### src/rtl/pangya_meter_if.sv
// rtl/pangya_meter_if.sv - pixel/control bundle between the game logic and the shot meter
interface pangya_meter_if;
  logic [9:0]  xx;
  logic [9:0]  yy;
  logic        aactive;
  logic        frame_tick;
  logic        start;
  logic        hit;
  logic        meterOn;
  logic [11:0] meter_color;
  logic        done;
  logic [1:0]  grade;
  logic        busy;

  modport master (
    output xx, yy, aactive, frame_tick, start, hit,
    input  meterOn, meter_color, done, grade, busy
  );

  modport slave (
    input  xx, yy, aactive, frame_tick, start, hit,
    output meterOn, meter_color, done, grade, busy
  );
endinterface

### src/rtl/pangya_meter.sv
// rtl/pangya_meter.sv - animated shot meter: sweeping cursor over a green/yellow/red bar, graded on hit
module pangya_meter #(
  parameter int BAR_X0      = 220,
  parameter int BAR_Y0      = 301,
  parameter int BAR_W       = 160,
  parameter int BAR_H       = 5,
  parameter int ZONE0_HALF  = 10,
  parameter int ZONE1_HALF  = 40,
  parameter int STEP        = 2,
  parameter int CURSOR_W    = 2,
  parameter int MAX_PASSES  = 6,
  parameter int HOLD_FRAMES = 60
) (
  input logic           Pclk,
  input logic           reset,
  pangya_meter_if.slave m
);
  localparam int PW  = $clog2(BAR_W);
  localparam int PSW = $clog2(MAX_PASSES + 1);
  localparam int HW  = $clog2(HOLD_FRAMES + 1);

  typedef enum logic [1:0] {IDLE, SWEEP, HOLD} state_t;

  state_t         state;
  logic [PW-1:0]  pos;
  logic           dir_left;
  logic [PSW-1:0] passes;
  logic [HW-1:0]  hold_cnt;
  logic           hit_q;
  logic           done_r, busy_r, on_r;
  logic [1:0]     grade_r;
  logic [11:0]    color_r;

  function automatic logic [10:0] absdiff(input logic [10:0] a, input logic [10:0] b);
    return (a >= b) ? a - b : b - a;
  endfunction

  function automatic logic [1:0] zone(input logic [10:0] d);
    if (d < 11'(ZONE0_HALF))      return 2'd0;
    else if (d < 11'(ZONE1_HALF)) return 2'd1;
    else                          return 2'd2;
  endfunction

  logic           hit_edge;
  logic [10:0]    cursor_d;
  logic [PW-1:0]  pos_nx;
  logic           dir_nx, bounce;
  logic [PSW-1:0] passes_nx;

  assign hit_edge  = m.hit & ~hit_q;
  assign cursor_d  = absdiff(11'(pos) + 11'(CURSOR_W / 2), 11'(BAR_W / 2));
  assign passes_nx = passes + PSW'(bounce);

  // One frame step of the cursor, clamping to the bar ends and flipping direction there.
  always_comb begin
    pos_nx = pos;
    dir_nx = dir_left;
    bounce = 1'b0;
    if (!dir_left) begin
      if (11'(pos) + 11'(STEP) >= 11'(BAR_W - 1)) begin
        pos_nx = PW'(BAR_W - 1);
        dir_nx = 1'b1;
        bounce = 1'b1;
      end else begin
        pos_nx = pos + PW'(STEP);
      end
    end else begin
      if (11'(pos) <= 11'(STEP)) begin
        pos_nx = '0;
        dir_nx = 1'b0;
        bounce = 1'b1;
      end else begin
        pos_nx = pos - PW'(STEP);
      end
    end
  end

  always_ff @(posedge Pclk or posedge reset) begin
    if (reset) begin
      state    <= IDLE;
      pos      <= '0;
      dir_left <= 1'b0;
      passes   <= '0;
      hold_cnt <= '0;
      hit_q    <= 1'b0;
      done_r   <= 1'b0;
      grade_r  <= 2'd0;
      busy_r   <= 1'b0;
    end else begin
      hit_q  <= m.hit;
      done_r <= 1'b0;
      case (state)
        IDLE: if (m.start) begin
          state    <= SWEEP;
          busy_r   <= 1'b1;
          pos      <= '0;
          dir_left <= 1'b0;
          passes   <= '0;
        end
        // A hit edge is graded on the pre-step position and suppresses that cycle's step.
        SWEEP: if (hit_edge) begin
          state    <= HOLD;
          grade_r  <= zone(cursor_d);
          done_r   <= 1'b1;
          hold_cnt <= '0;
        end else if (m.frame_tick) begin
          pos      <= pos_nx;
          dir_left <= dir_nx;
          passes   <= passes_nx;
          if (passes_nx == PSW'(MAX_PASSES)) begin
            state    <= HOLD;
            grade_r  <= 2'd3;
            done_r   <= 1'b1;
            hold_cnt <= '0;
          end
        end
        HOLD: if (m.frame_tick) begin
          if (hold_cnt == HW'(HOLD_FRAMES - 1)) begin
            state    <= IDLE;
            busy_r   <= 1'b0;
            hold_cnt <= '0;
          end else begin
            hold_cnt <= hold_cnt + HW'(1);
          end
        end
        default: begin
          state  <= IDLE;
          busy_r <= 1'b0;
        end
      endcase
    end
  end

  // Pixel path; 11-bit zero-extended compares keep xx < BAR_X0 from wrapping into the bar.
  logic [10:0] xx_w, yy_w, rx, cur_x0;
  logic        in_bar, in_cur;

  assign xx_w   = {1'b0, m.xx};
  assign yy_w   = {1'b0, m.yy};
  assign rx     = xx_w - 11'(BAR_X0);
  assign cur_x0 = 11'(BAR_X0) + 11'(pos);
  assign in_bar = (xx_w >= 11'(BAR_X0)) && (xx_w <= 11'(BAR_X0 + BAR_W - 1)) &&
                  (yy_w >= 11'(BAR_Y0)) && (yy_w <= 11'(BAR_Y0 + BAR_H - 1));
  assign in_cur = (state != IDLE) &&
                  (xx_w >= cur_x0) && (xx_w <= cur_x0 + 11'(CURSOR_W - 1)) &&
                  (yy_w >= 11'(BAR_Y0 - 2)) && (yy_w <= 11'(BAR_Y0 + BAR_H + 1));

  always_ff @(posedge Pclk or posedge reset) begin
    if (reset) begin
      on_r    <= 1'b0;
      color_r <= 12'h000;
    end else if (m.aactive && in_cur) begin
      on_r    <= 1'b1;
      color_r <= 12'hFFF;
    end else if (m.aactive && in_bar) begin
      on_r <= 1'b1;
      case (zone(absdiff(rx, 11'(BAR_W / 2))))
        2'd0:    color_r <= 12'h0F0;
        2'd1:    color_r <= 12'hDF0;
        default: color_r <= 12'hE20;
      endcase
    end else begin
      on_r    <= 1'b0;
      color_r <= 12'h000;
    end
  end

  assign m.meterOn     = on_r;
  assign m.meter_color = color_r;
  assign m.done        = done_r;
  assign m.grade       = grade_r;
  assign m.busy        = busy_r;
endmodule

### src/flat_wrapper.sv
// flat-port wrapper written by rule: the top's interface ports become plain ports
module pangya_meter_flat 
#(
  parameter int BAR_X0      = 220,
  parameter int BAR_Y0      = 301,
  parameter int BAR_W       = 160,
  parameter int BAR_H       = 5,
  parameter int ZONE0_HALF  = 10,
  parameter int ZONE1_HALF  = 40,
  parameter int STEP        = 2,
  parameter int CURSOR_W    = 2,
  parameter int MAX_PASSES  = 6,
  parameter int HOLD_FRAMES = 60
)
  (Pclk, reset, m_xx, m_yy, m_aactive, m_frame_tick, m_start, m_hit, m_meterOn, m_meter_color, m_done, m_grade, m_busy);
  pangya_meter_if m_i ();
  input logic Pclk;
  input logic reset;
  input wire logic [$bits(m_i.xx)-1:0] m_xx;
  input wire logic [$bits(m_i.yy)-1:0] m_yy;
  input wire logic [$bits(m_i.aactive)-1:0] m_aactive;
  input wire logic [$bits(m_i.frame_tick)-1:0] m_frame_tick;
  input wire logic [$bits(m_i.start)-1:0] m_start;
  input wire logic [$bits(m_i.hit)-1:0] m_hit;
  output wire logic [$bits(m_i.meterOn)-1:0] m_meterOn;
  output wire logic [$bits(m_i.meter_color)-1:0] m_meter_color;
  output wire logic [$bits(m_i.done)-1:0] m_done;
  output wire logic [$bits(m_i.grade)-1:0] m_grade;
  output wire logic [$bits(m_i.busy)-1:0] m_busy;
  assign m_i.xx = m_xx;
  assign m_i.yy = m_yy;
  assign m_i.aactive = m_aactive;
  assign m_i.frame_tick = m_frame_tick;
  assign m_i.start = m_start;
  assign m_i.hit = m_hit;
  assign m_meterOn = m_i.meterOn;
  assign m_meter_color = m_i.meter_color;
  assign m_done = m_i.done;
  assign m_grade = m_i.grade;
  assign m_busy = m_i.busy;
  pangya_meter #(.BAR_X0(BAR_X0), .BAR_Y0(BAR_Y0), .BAR_W(BAR_W), .BAR_H(BAR_H), .ZONE0_HALF(ZONE0_HALF), .ZONE1_HALF(ZONE1_HALF), .STEP(STEP), .CURSOR_W(CURSOR_W), .MAX_PASSES(MAX_PASSES), .HOLD_FRAMES(HOLD_FRAMES)) u_core (.Pclk(Pclk), .reset(reset), .m(m_i));
endmodule
### config.mk
export PLATFORM = sky130hd
export DESIGN_NAME = pangya_meter_flat
export DESIGN_NICKNAME = d
export VERILOG_FILES = /design/src/rtl/pangya_meter_if.sv /design/src/rtl/pangya_meter.sv /design/src/flat_wrapper.sv
export SDC_FILE = /design/constraint.sdc
export NUM_CORES = 1
export LEC_CHECK = 0
export BUFFER_PORTS_ARGS = -buffer_cell sky130_fd_sc_hd__buf_2
export CAP_MARGIN = 20
export CORE_UTILIZATION = 55
export DETAILED_ROUTE_END_ITERATION = 12
export PLACE_DENSITY = 0.76
export SYNTH_ARGS = -nofsm -noshare
export SYNTH_HDL_FRONTEND = slang
export SYNTH_SLANG_ARGS = --single-unit
### constraint.sdc
create_clock -name Pclk -period 8.65 [get_ports Pclk]
set_input_delay 0 -clock Pclk [delete_from_list [all_inputs] [get_ports Pclk]]
set_output_delay 0 -clock Pclk [all_outputs]
set_load 0.1 [all_outputs]
==> impl_metrics.ini <==
[run_status]
status = finished clean

[floorplanning]
core-area_sq_um = 6832
die_area_sq_um = 7415
top_level_ports = 43
die_w_um = 86.11
die-height_um = 86.11
rows = 30
floorplan.initialDensity = 0.5696

[timing]
hold_viol_final = 0
slew-limit-headroom = 0.5309
slew_viol_final = 0
grt_setup_unrepaired = no
final_period_minus_worst_setup_slack_ns = 4.384
timing.clock.skew_ns = 0.008358
timing.final.crit_share = 0.5069
worstMarginPinSlew_ns = 0.7037
achievable-frequency_mhz = 228.1
final-setup-viol-count = 0
tns_ns = 0

[clock_network]
cts_resized = 0
cts_inserted_buffers = 5
clock_sink_count = 31
post_cts_buffers = 0
htreeDepth = 2
cts.reportedPaths.clkPinSlew_ns = 0.07
root_buffer = sky130_fd_sc_hd__clkbuf_8
clk_path_buf_depth = 2
cts_tree = yes
cts_hold_buf = 2
clock_insertion_delay_worst_skew_ns = 0.28

[logic_synthesis]
synthCells = 486
synth_async_sr_flop_share = 1.000
synth-seq-area-share = 0.1994
syn-num-nets = 558
synthFlopType = sky130_fd_sc_hd__dfrtp_1
postSynthRegisterBits = 31
number_of_flops_mapped_to_enable_cells_by_yosys = 0
syn_avg_cell_area_sq_um = 8.007
mappedNetlistArea_sq_um = 3891
synth_cell_types = 79
synthesis.yosys.warnings = 0

[global_route]
grt_util_all_layers = 0.2539
grt_first_pass_wirelength_um = 15320
largest_net_degree_at_the_start_of_global_routing = 32
grt_pass1_vias = 3522
grt_overflow = 0
grt_antenna_before_repair = 0

[routing]
routed_length_on_met3_um = 450
avgViaCountPerCell = 5.993
avgRoutedWirePerCell_um = 14.95
detail_route.drc_violations = 0
route.final.wire_length_um = 9090
routed-wl-met2_um = 4469
drt_pass_1_iters = 5
m1WireLength_um = 4032
postRouteAntennaNets = 0
routed-via-count = 3644
drt_first_iter_violations = 177
top_signal_layer_used = met4

[power_and_ir_drop]
vdd.ir_drop.worst_v = 0.0001707
static-leakage-power_uw = 0.001885
p_per_area_nw_per_um2 = 211.2

[critical_path]
crit-reg2reg-capture = u_core.hold_cnt[3]$_DFFE_PP0P_
element_type_at_the_critical_path_start = flip-flop
cp_data_required_time_ns = 8.84
reg2reg_depth = 17
critical_path_class = reg2reg
critical_path_peak_fanout = 11
worstSetupEndpointType = flip-flop
timing.rr.start = u_core.pos[1]$_DFFE_PP0P_
cp.arrival_ns = 4.58
ff2ff_setup_slack_ns = 4.27
critical_path.startpoint = u_core.pos[1]$_DFFE_PP0P_
crit_path_end = u_core.hold_cnt[3]$_DFFE_PP0P_

[hold_path]
hold_class = in2reg

[placement]
place.detailed.hpwl_um = 6979
replace_congestion = 0.8716
post-place-cells = 598
io_buffer_count = 42

[layout]
finalNonFillerCells = 608
antenna_cells_inserted = 0
fill_cells = 652
drive_above_1_share = 0.1523
final_net_count = 583
area.growth.synth_to_final_pct = 7.621

[job]
drv_cap = 0
layer usage:
layer,up-vias,GRT usage
met3,16,0.04716
met1,1700,0.3196
met2,113,0.4358
met4,0,0.08485
li1,1815,-
met5,-,0
cell usage in the layout (no fill, tap or decap), drive strengths merged, types with 4 or more instances in the layout:
| cell type | count |
|---|---|
| a211oi | 10 |
| a21boi | 6 |
| a21o | 6 |
| a21oi | 32 |
| a22o | 4 |
| a31oi | 6 |
| and2 | 4 |
| and3 | 7 |
| and3b | 4 |
| buf | 43 |
| clkbuf | 6 |
| dfrtp | 31 |
| ha | 46 |
| inv | 27 |
| mux2i | 5 |
| nand2 | 50 |
| nand2b | 9 |
| nand3 | 19 |
| nor2 | 27 |
| nor2b | 7 |
| nor3 | 15 |
| o211ai | 9 |
| o21a | 4 |
| o21ai | 38 |
| o21bai | 5 |
| o22ai | 7 |
| o31ai | 8 |
| or2 | 4 |
| xnor2 | 18 |
| xor2 | 8 |
critical path, cell delays in order, from the launching register on:
cell,delay (ns)
sky130_fd_sc_hd__dfrtp_1,0.49
sky130_fd_sc_hd__ha_1,0.38
sky130_fd_sc_hd__and2_1,0.28
sky130_fd_sc_hd__or4_1,0.49
sky130_fd_sc_hd__a21oi_1,0.18
sky130_fd_sc_hd__o22ai_1,0.11
sky130_fd_sc_hd__a22oi_1,0.31
sky130_fd_sc_hd__or2_1,0.19
sky130_fd_sc_hd__nand2_1,0.06
sky130_fd_sc_hd__ha_1,0.18
sky130_fd_sc_hd__ha_1,0.18
sky130_fd_sc_hd__nand2b_1,0.16
sky130_fd_sc_hd__a211oi_1,0.22
sky130_fd_sc_hd__nor2_1,0.11
sky130_fd_sc_hd__nand2_1,0.09
sky130_fd_sc_hd__nand3_1,0.22
sky130_fd_sc_hd__or2_2,0.40
sky130_fd_sc_hd__o31ai_1,0.22
cell usage after synthesis, drive strengths merged (10+ instances only):
cell,number,area share
a211oi,10,0.023
clkbuf,10,0.0096
buf,17,0.036
dfrtp,31,0.20
o21ai,38,0.051
nand3,19,0.026
inv,27,0.026
ha,46,0.15
nand2,50,0.049
xnor2,18,0.042
a21oi,32,0.045
nor3,15,0.019
nor2,27,0.026
cells by family after synthesis:
family | count (synthesis) | share of synthesized area
and+or+nand+nor | 165 | 0.2196
DFF | 31 | 0.1994
muxes | 6 | 0.01576
other | 1 | 0.0009637
xor gates and xnor gates | 26 | 0.06045
buffers and inverters | 54 | 0.07203
AOI/OAI and AO/OA | 157 | 0.2839
adders and majority gates | 46 | 0.1479
stage by stage:
stage	power, uW	hold WS [ns]	instance area, sq um	setup WS (ns)	util
floorplan	623.0	0.03143	3891	4.809	-
global placement	715.0	0.09699	4050	4.450	0.5929
detailed placement	732.6	0.1055	4050	4.336	0.5929
CTS	884.5	0.09744	4188	4.325	0.6130
global route	957.5	0.1289	4188	3.907	0.6130
finish	884.6	0.1008	4188	4.266	0.6130
final cells by class:
type	instances	area [sq um]	share of cell area
multi-input combinational	401	2835	0.6770
inverter	27	101.3	0.02420
tap	96	120.1	0.02868
clock buffer	6	82.58	0.01972
timing repair buffer	45	237.7	0.05677
clock inverter	2	35.03	0.008366
sequential	31	775.7	0.1852
how the worst min path moves through the flow:
stage	start	to	cells past startpoint
after floorplan	m_hit	u_core.hit_q$_DFF_PP0_	0
after global placement	reset	u_core.hold_cnt[5]$_DFFE_PP0P_	3
after detailed placement	reset	u_core.m.busy$_DFFE_PP0P_	3
after CTS	m_yy[8]	u_core.m.meter_color[10]$_DFF_PP0_	4
after global routing	m_yy[8]	u_core.m.meter_color[10]$_DFF_PP0_	4
final	m_yy[8]	u_core.m.meter_color[10]$_DFF_PP0_	4
flip-flops by register name (all words and copies together) (netlist names):
signal	flops
u_core.state	2
u_core.m.busy	1
u_core.m.grade	2
u_core.hit_q	1
u_core.passes	3
u_core.pos	8
u_core.hold_cnt	6
u_core.m.done	1
u_core.m.meterOn	1
u_core.dir_left	1
u_core.m.meter_color	5
power breakdown:
part           switching, uW  internal, uW  leakage (uW)
sequential              35.3           167      0.000416
clock                   53.2          93.1     0.0000612
combinational            346           190       0.00141
Power figures use the tool's default switching activity.
